===== config.mk =====
export PLATFORM = sky130hd
export DESIGN_NAME = mag_comp_pipe
export DESIGN_NICKNAME = d
export VERILOG_FILES = /design/src/rtl/mag_comp_pkg.sv /design/src/rtl/mag_comp_pipe_seg_cmp.sv /design/src/rtl/mag_comp_pipe.sv
export SDC_FILE = /design/constraint.sdc
export NUM_CORES = 1
export LEC_CHECK = 0
export CAP_MARGIN = 20
export CELL_PAD_IN_SITES_DETAIL_PLACEMENT = 0
export CELL_PAD_IN_SITES_GLOBAL_PLACEMENT = 1
export CORE_MARGIN = 4
export CORE_UTILIZATION = 29
export CTS_CLUSTER_SIZE = 40
export DETAILED_ROUTE_END_ITERATION = 10
export PLACE_DENSITY_LB_ADDON = 0.1
export SETUP_SLACK_MARGIN = 0.2
export SLEW_MARGIN = 40
export SYNTH_ARGS = -nofsm -noshare
export SYNTH_HDL_FRONTEND = slang
export SYNTH_SLANG_ARGS = --single-unit

===== constraint.sdc =====
create_clock -name clk -period 1.65 [get_ports clk]
set_input_delay 0.33 -clock clk [delete_from_list [all_inputs] [get_ports clk]]
set_output_delay 0.33 -clock clk [all_outputs]
set_load 0.02 [all_outputs]

===== src/rtl/mag_comp_pkg.sv =====
// Shared definitions for the pipelined magnitude comparator.
// Result codes are packed as {g, e, l}, so exactly one bit is set.
package mag_comp_pkg;

    localparam int DEF_WIDTH = 16;
    localparam int DEF_SEG   = 4;

    localparam logic [2:0] GT = 3'b100;
    localparam logic [2:0] EQ = 3'b010;
    localparam logic [2:0] LT = 3'b001;

    // Map a combined (greater, equal) decision onto a one-hot result code.
    function automatic logic [2:0] res_code(input logic gt, input logic eq);
        if (eq) begin
            return EQ;
        end else if (gt) begin
            return GT;
        end else begin
            return LT;
        end
    endfunction

endpackage


===== src/rtl/mag_comp_pipe_seg_cmp.sv =====
// Combinational unsigned compare of one SEG-bit operand segment.
module seg_cmp #(
    parameter int SEG = 4
) (
    input  logic [SEG-1:0] a_i,
    input  logic [SEG-1:0] b_i,
    output logic           gt_o,
    output logic           eq_o
);

    assign gt_o = (a_i > b_i);
    assign eq_o = (a_i == b_i);

endmodule


===== src/rtl/mag_comp_pipe.sv =====
// Two-stage elastic magnitude comparator.
//   S1: per-segment greater/equal flags, one seg_cmp per SEG-bit slice.
//   S2: MSB-first combine into a one-hot {g, e, l} result.
// Optional feature: define MAG_COMP_SIGNED_EN to add the sgn input; when sgn
// is 1 the operands are compared as two's complement by inverting both sign
// bits before the segment compare (sgn is consumed together with its a/b).
module mag_comp_pipe
    import mag_comp_pkg::*;
#(
    parameter int WIDTH = DEF_WIDTH,
    parameter int SEG   = DEF_SEG
) (
    input  logic             clk,
    input  logic             rst,
    input  logic [WIDTH-1:0] a,
    input  logic [WIDTH-1:0] b,
    input  logic             in_valid,
    output logic             in_ready,
    output logic             g,
    output logic             e,
    output logic             l,
    output logic             out_valid,
    input  logic             out_ready
`ifdef MAG_COMP_SIGNED_EN
    ,
    input  logic             sgn
`endif
);

    localparam int NSEG = WIDTH / SEG;

    logic [WIDTH-1:0] a_cmp;
    logic [WIDTH-1:0] b_cmp;
    logic [NSEG-1:0]  gt_seg;
    logic [NSEG-1:0]  eq_seg;

    logic             vld_p1_q, vld_p1_d;
    logic [NSEG-1:0]  gt_p1_q, gt_p1_d;
    logic [NSEG-1:0]  eq_p1_q, eq_p1_d;
    logic             vld_p2_q, vld_p2_d;
    logic [2:0]       res_p2_q, res_p2_d;

    logic             adv_p2;
    logic             adv_p1;
    logic             gt_c;
    logic             eq_c;
    logic             found;

    // Flow control: a stage moves when it is empty or its successor moves.
    assign adv_p2   = !vld_p2_q || out_ready;
    assign adv_p1   = !vld_p1_q || adv_p2;
    assign in_ready = adv_p1;

    // Operand conditioning ahead of the segment compare (sign-bit flip).
    always_comb begin
        a_cmp = a;
        b_cmp = b;
`ifdef MAG_COMP_SIGNED_EN
        if (sgn) begin
            a_cmp[WIDTH-1] = ~a[WIDTH-1];
            b_cmp[WIDTH-1] = ~b[WIDTH-1];
        end
`endif
    end

    for (genvar i = 0; i < NSEG; i++) begin : g_seg
        seg_cmp #(.SEG(SEG)) u_seg_cmp (
            .a_i  (a_cmp[i*SEG +: SEG]),
            .b_i  (b_cmp[i*SEG +: SEG]),
            .gt_o (gt_seg[i]),
            .eq_o (eq_seg[i])
        );
    end

    // ---- stage 0 -> stage 1 boundary ----
    // S1 next state: capture fresh flags on an input transfer.
    always_comb begin
        vld_p1_d = vld_p1_q;
        gt_p1_d  = gt_p1_q;
        eq_p1_d  = eq_p1_q;
        if (adv_p1) begin
            vld_p1_d = in_valid;
            if (in_valid) begin
                gt_p1_d = gt_seg;
                eq_p1_d = eq_seg;
            end
        end
    end

    // S1 register with synchronous reset.
    always_ff @(posedge clk) begin
        if (rst) begin
            vld_p1_q <= 1'b0;
            gt_p1_q  <= '0;
            eq_p1_q  <= '0;
        end else begin
            vld_p1_q <= vld_p1_d;
            gt_p1_q  <= gt_p1_d;
            eq_p1_q  <= eq_p1_d;
        end
    end

    // ---- stage 1 -> stage 2 boundary ----
    // S2 next state: the highest non-equal segment decides greater vs less.
    always_comb begin
        found = 1'b0;
        gt_c  = 1'b0;
        for (int i = NSEG - 1; i >= 0; i--) begin
            if (!found && !eq_p1_q[i]) begin
                found = 1'b1;
                gt_c  = gt_p1_q[i];
            end
        end
        eq_c     = &eq_p1_q;
        vld_p2_d = vld_p2_q;
        res_p2_d = res_p2_q;
        if (adv_p2) begin
            vld_p2_d = vld_p1_q;
            if (vld_p1_q) begin
                res_p2_d = res_code(gt_c, eq_c);
            end
        end
    end

    // S2 register with synchronous reset; holds under backpressure.
    always_ff @(posedge clk) begin
        if (rst) begin
            vld_p2_q <= 1'b0;
            res_p2_q <= '0;
        end else begin
            vld_p2_q <= vld_p2_d;
            res_p2_q <= res_p2_d;
        end
    end

    assign g         = res_p2_q[2];
    assign e         = res_p2_q[1];
    assign l         = res_p2_q[0];
    assign out_valid = vld_p2_q;

endmodule


### Word-level counts from Yosys, hierarchy flattened

Index checks and enable logic that the tools add are counted.

* word-level logic and storage cells: 37
* output and inout port bits: 5
* register bits: 13
* input bits: 36

* reduce and logical (&&, ||, !) cells: 15
* order comparisons: 4
* muxes and demuxes: 9
* eq/ne operators: 4

Operators by type and width (count)
* 4-bit == test: 4
* 4-bit greater-than comparator: 4
* 1-bit logical NOT: 7
* 1-bit 2-to-1 mux: 7
* 3-bit 2-to-1 mux: 2
* 2-bit AND reduction: 2
* 4-bit AND reduction: 1
* 1-bit logical AND: 3
* 1-bit logical OR: 2

### Depth between registers and ports, before layout

* word-level depth: 11
* depth in mapped cells: 6

### Modules after synthesis

Synthesis repeated with hierarchy kept, for this count alone.

* cell total of the unflattened synthesis: 115
* area total of the unflattened synthesis: 965.9 um^2

Modules (own cells, without submodules)
* mag_comp_pipe: area an instance 530.5 um^2, seq. area each 260.2 um^2, instances 1, cells an instance 63
* seg_cmp: area an instance 108.9 um^2, seq. area each 0.0 um^2, instances 4, cells an instance 13

### Worst setup path before layout

No wires, ideal clock.

* path kind: input to register
* from: in b[3]
* to: reg gt_p1_q[0]
* arrival time: 1209 ps
* slack: 375 ps
* library setup time: 66 ps
* stages: 5
* cells stage by stage: inv_1 ha_1 and4_1 a211o_1 a21oi_2

* longest elaborated chain between the ends: 1

Ends and longest elaborated chain
* start: declaration: line mag_comp_pipe.sv:16 `input logic [WIDTH-1:0] b,`
* 4-bit greater-than comparator: line mag_comp_pipe_seg_cmp.sv:11 `assign gt_o = (a_i > b_i);`
* end signal: assignment: line mag_comp_pipe.sv:98 `gt_p1_q <= gt_p1_d;`
* end: declaration: line mag_comp_pipe.sv:38 `logic [NSEG-1:0] gt_p1_q, gt_p1_d;`

No other way between the ends.
A chain may end at the register's enable or synchronous reset.

### Final worst setup path

* from: in out_ready
* to: out in_ready

* longest elaborated chain between the ends: 2

Ends and longest elaborated chain
* start: declaration: line mag_comp_pipe.sv:23 `input logic out_ready`
* 1-bit logical OR: line mag_comp_pipe.sv:50 `assign adv_p2 = !vld_p2_q || out_ready;`
* 1-bit logical OR: line mag_comp_pipe.sv:51 `assign adv_p1 = !vld_p1_q || adv_p2;`
* end: declaration: line mag_comp_pipe.sv:18 `output logic in_ready,`

No other way between the ends.

==> results by group <==
Yosys
  – Mean area per synthesized cell: 8.643 µm²
  – Post-synthesis adder-cell area fraction: 21.45%
  – Synth top area cells: dfxtp_1 (28%), ha_1 (21%), inv_1 (7.6%)
  – Synth Area in Compound Gates: between 10% and 20%
  – Mapped Nets: 160
  – Syn. warnings: 0
  – Share of the synthesized area in the top cell type: between 20 and 30%
  – Multiplexer share of the synthesized area: under 10%
  – Cells after Synth: around 110
  – Synthesized flop and latch total: 13
  – Sequential share of the synthesized area: 27.88%
  – Synthesized area: 933.4 µm²
  – Synth Area in XOR/XNOR: 0%
  – Largest family of logic cells by synthesized area: adder cells
  – Synth cell types: 24
  – Synth Area in Simple Gates: between 10% and 20%
  – Synth area leader: dfxtp_1

Place
  – Cell Area, Placed: between 1000 and 1500 µm²
  – Pre-CTS setup slack: -0.2155 ns
  – Port bufs: 40
  – Final weighted congestion in routability-driven placement: just over 0.7
  – HPWL Detailed: between 1500 and 2000 µm

STA
  – Fin Setup TNS: 0 ns
  – Least-Margin Pin Slew: 0.2258 ns
  – Final Cycle Share: a little under nine tenths
  – Crit path time final: 1.405 ns
  – RSZ-0062 raised after global routing: false
  – Endpoints failing hold: 0
  – Achievable frequency: around 0.71 GHz
  – Final setup fails: 0
  – Final Max Slew Viols: 0
  – Worst setup margin: 0.2449 ns
  – Slew HR: 84.93%
  – Clk_skew: a little under 0.0008 ns

Setup path
  – Worst Path Required: roughly 1.3 ns
  – CP arrival: about 1.1 ns
  – CP Capture Type: output pin
  – CP max FO: 2
  – CP startpoint kind: input port
  – Critical path class: in -> out

Power
  – Worst vdd ir: between 0.15 and 0.2 mV
  – Leakage: 0.7750 nW
  – Cell Pwr Density: 497.1 nW/µm²

Global routing
  – Initial antenna violation count: 0
  – Largest net degree at the start of global routing: 14
  – Vias in the first global route: between 900 and 1000
  – GR Util All Layers: about a tenth
  – Gr ovfl total: 0
  – First-pass GRT wire length: 3601 µm

Floorplan
  – Starting density of the core: between 30% and 40%
  – FP Rows: 20
  – Die height: between 60 and 70 µm
  – Die Wd: approximately 65 µm
  – Core ar.: around 3100 µm²
  – Top-level I/O count: 41
  – Die ar.: about 4200 µm²

Finish
  – Most common cell after layout, fill and taps aside: dlygate4sd2_1
  – Final instance area: 1568 µm²
  – Final net count: approximately 210
  – Ant diodes: 0
  – Layout cells sized above 1: 21.88%
  – Fillers: between 300 and 400
  – Synth-to-Final Area Change: 67.96%
  – Most frequent cells in the layout: dlygate4sd2_1 (19), inv_1 (15), clkdlybuf4s50_1 (14)

Drt
  – Initial drt markers: 12
  – Routed vias/inst: 4.515
  – Vias: between 900 and 1000
  – Antenna Nets Post-Route: 0
  – Final WL: approximately 2100 µm
  – Residual DRC: 0
  – DR pass1 iterations: 4
  – Routed len/inst: approximately 10 µm

CTS
  – TritonCTS buffer count: 3
  – Worst-path clk slew: 0.07 ns
  – Worst-skew pair later-pin latency: approximately 0.26 ns
  – H-tree depth: 1
  – CTS tree: done
  – Clock Sinks: 13
  – Hold buffer count at cts: 0
  – Clk buf depth: 2
  – CTS root buffer: clkbuf_4

Flow run
  – Max_cap viols: 0

Outcome
  – Status: finished, final reports clean

Worst hold path
  – Hold WC Path Type: reg -> reg
repair_timing:
item,in CTS,in global routing
gates resized for setup,28,20
endpoints found under the setup margin,12,7
pin swaps,27,18
setup buffers,0,3
kinds of logic after synthesis:
family | after synthesis
AND/OR/NAND/NOR | 30
buffers and inverters | 21
AO/OA/AOI/OAI | 24
multiplexers | 4
adder cells (fa/ha/maj) | 16
flip-flops | 13
critical path, stage by stage:
cell	delay, ns
clkdlybuf4s50_1	0.47
nand3b_4	0.13
buf_4	0.14
per-stage QoR:
stage	total power, mW	hold slack [ns]	cells	utilization (%)
6_report	0.7794	0.4512	204	50.93
5_1_grt	0.8344	0.4835	204	50.93
4_1_cts	0.7736	0.4553	201	47.80
3_5_place_dp	0.5833	0.4469	197	46.22
3_3_place_gp	0.5767	0.4427	197	46.22
2_1_floorplan	0.4583	0.3924	108	-
metal layers:
layer / track usage, % / vias to the layer above / routed length [µm]
met4: 3.958 / 0 / 15
met5: 0 / - / 0
met2: 19.67 / 23 / 1102
met1: 11.78 / 413 / 839
met3: 1.733 / 2 / 98
li1: - / 483 / -
layout make-up:
cell class	instances	area, µm²	area share (%)
multi-input combinational	74	686.9	43.81
sequential	13	260.3	16.60
timing repair buffer	50	467.9	29.85
inverter	19	71.32	4.549
clock buffer	4	26.28	1.676
tap	44	55.05	3.512
cell usage after synthesis, drive strengths merged:
cell,instances
a21o,1
ha,16
mux2i,4
nor2,6
inv,19
or2,1
nand3,1
nand3b,2
nand4,2
and4,4
nor2b,4
nand2,9
a211o,4
buf,2
a21oi,14
nand2b,1
o2111ai,1
dfxtp,13
o211ai,4
path summary, 6_finish.rpt:
| kind | from | to | slack (ns) | depth (start not counted) |
|---|---|---|---|---|
| setup / recovery | out_ready | in_ready | 0.24 | 3 |
| hold / removal | res_p2_q[2]$_SDFFE_PP0P_ | res_p2_q[2]$_SDFFE_PP0P_ | 0.45 | 2 |
| setup reg to reg | vld_p1_q$_SDFFE_PP0P_ | eq_p1_q[0]$_SDFFE_PP0P_ | 0.42 | 6 |
| hold reg to reg | res_p2_q[2]$_SDFFE_PP0P_ | res_p2_q[2]$_SDFFE_PP0P_ | 0.45 | 2 |
where the power goes:
| part | switching (mW) | total, mW | internal [mW] |
|---|---|---|---|
| clock network | 0.0942 | 0.188 | 0.0934 |
| logic | 0.101 | 0.252 | 0.151 |
| registers | 0.0112 | 0.340 | 0.329 |
sequential cells by signal (all words and copies together) (netlist names):
name / count
gt_p1_q: 4
out_valid: 1
vld_p1_q: 1
eq_p1_q: 4
res_p2_q: 3
Power figures use the tool's default switching activity.
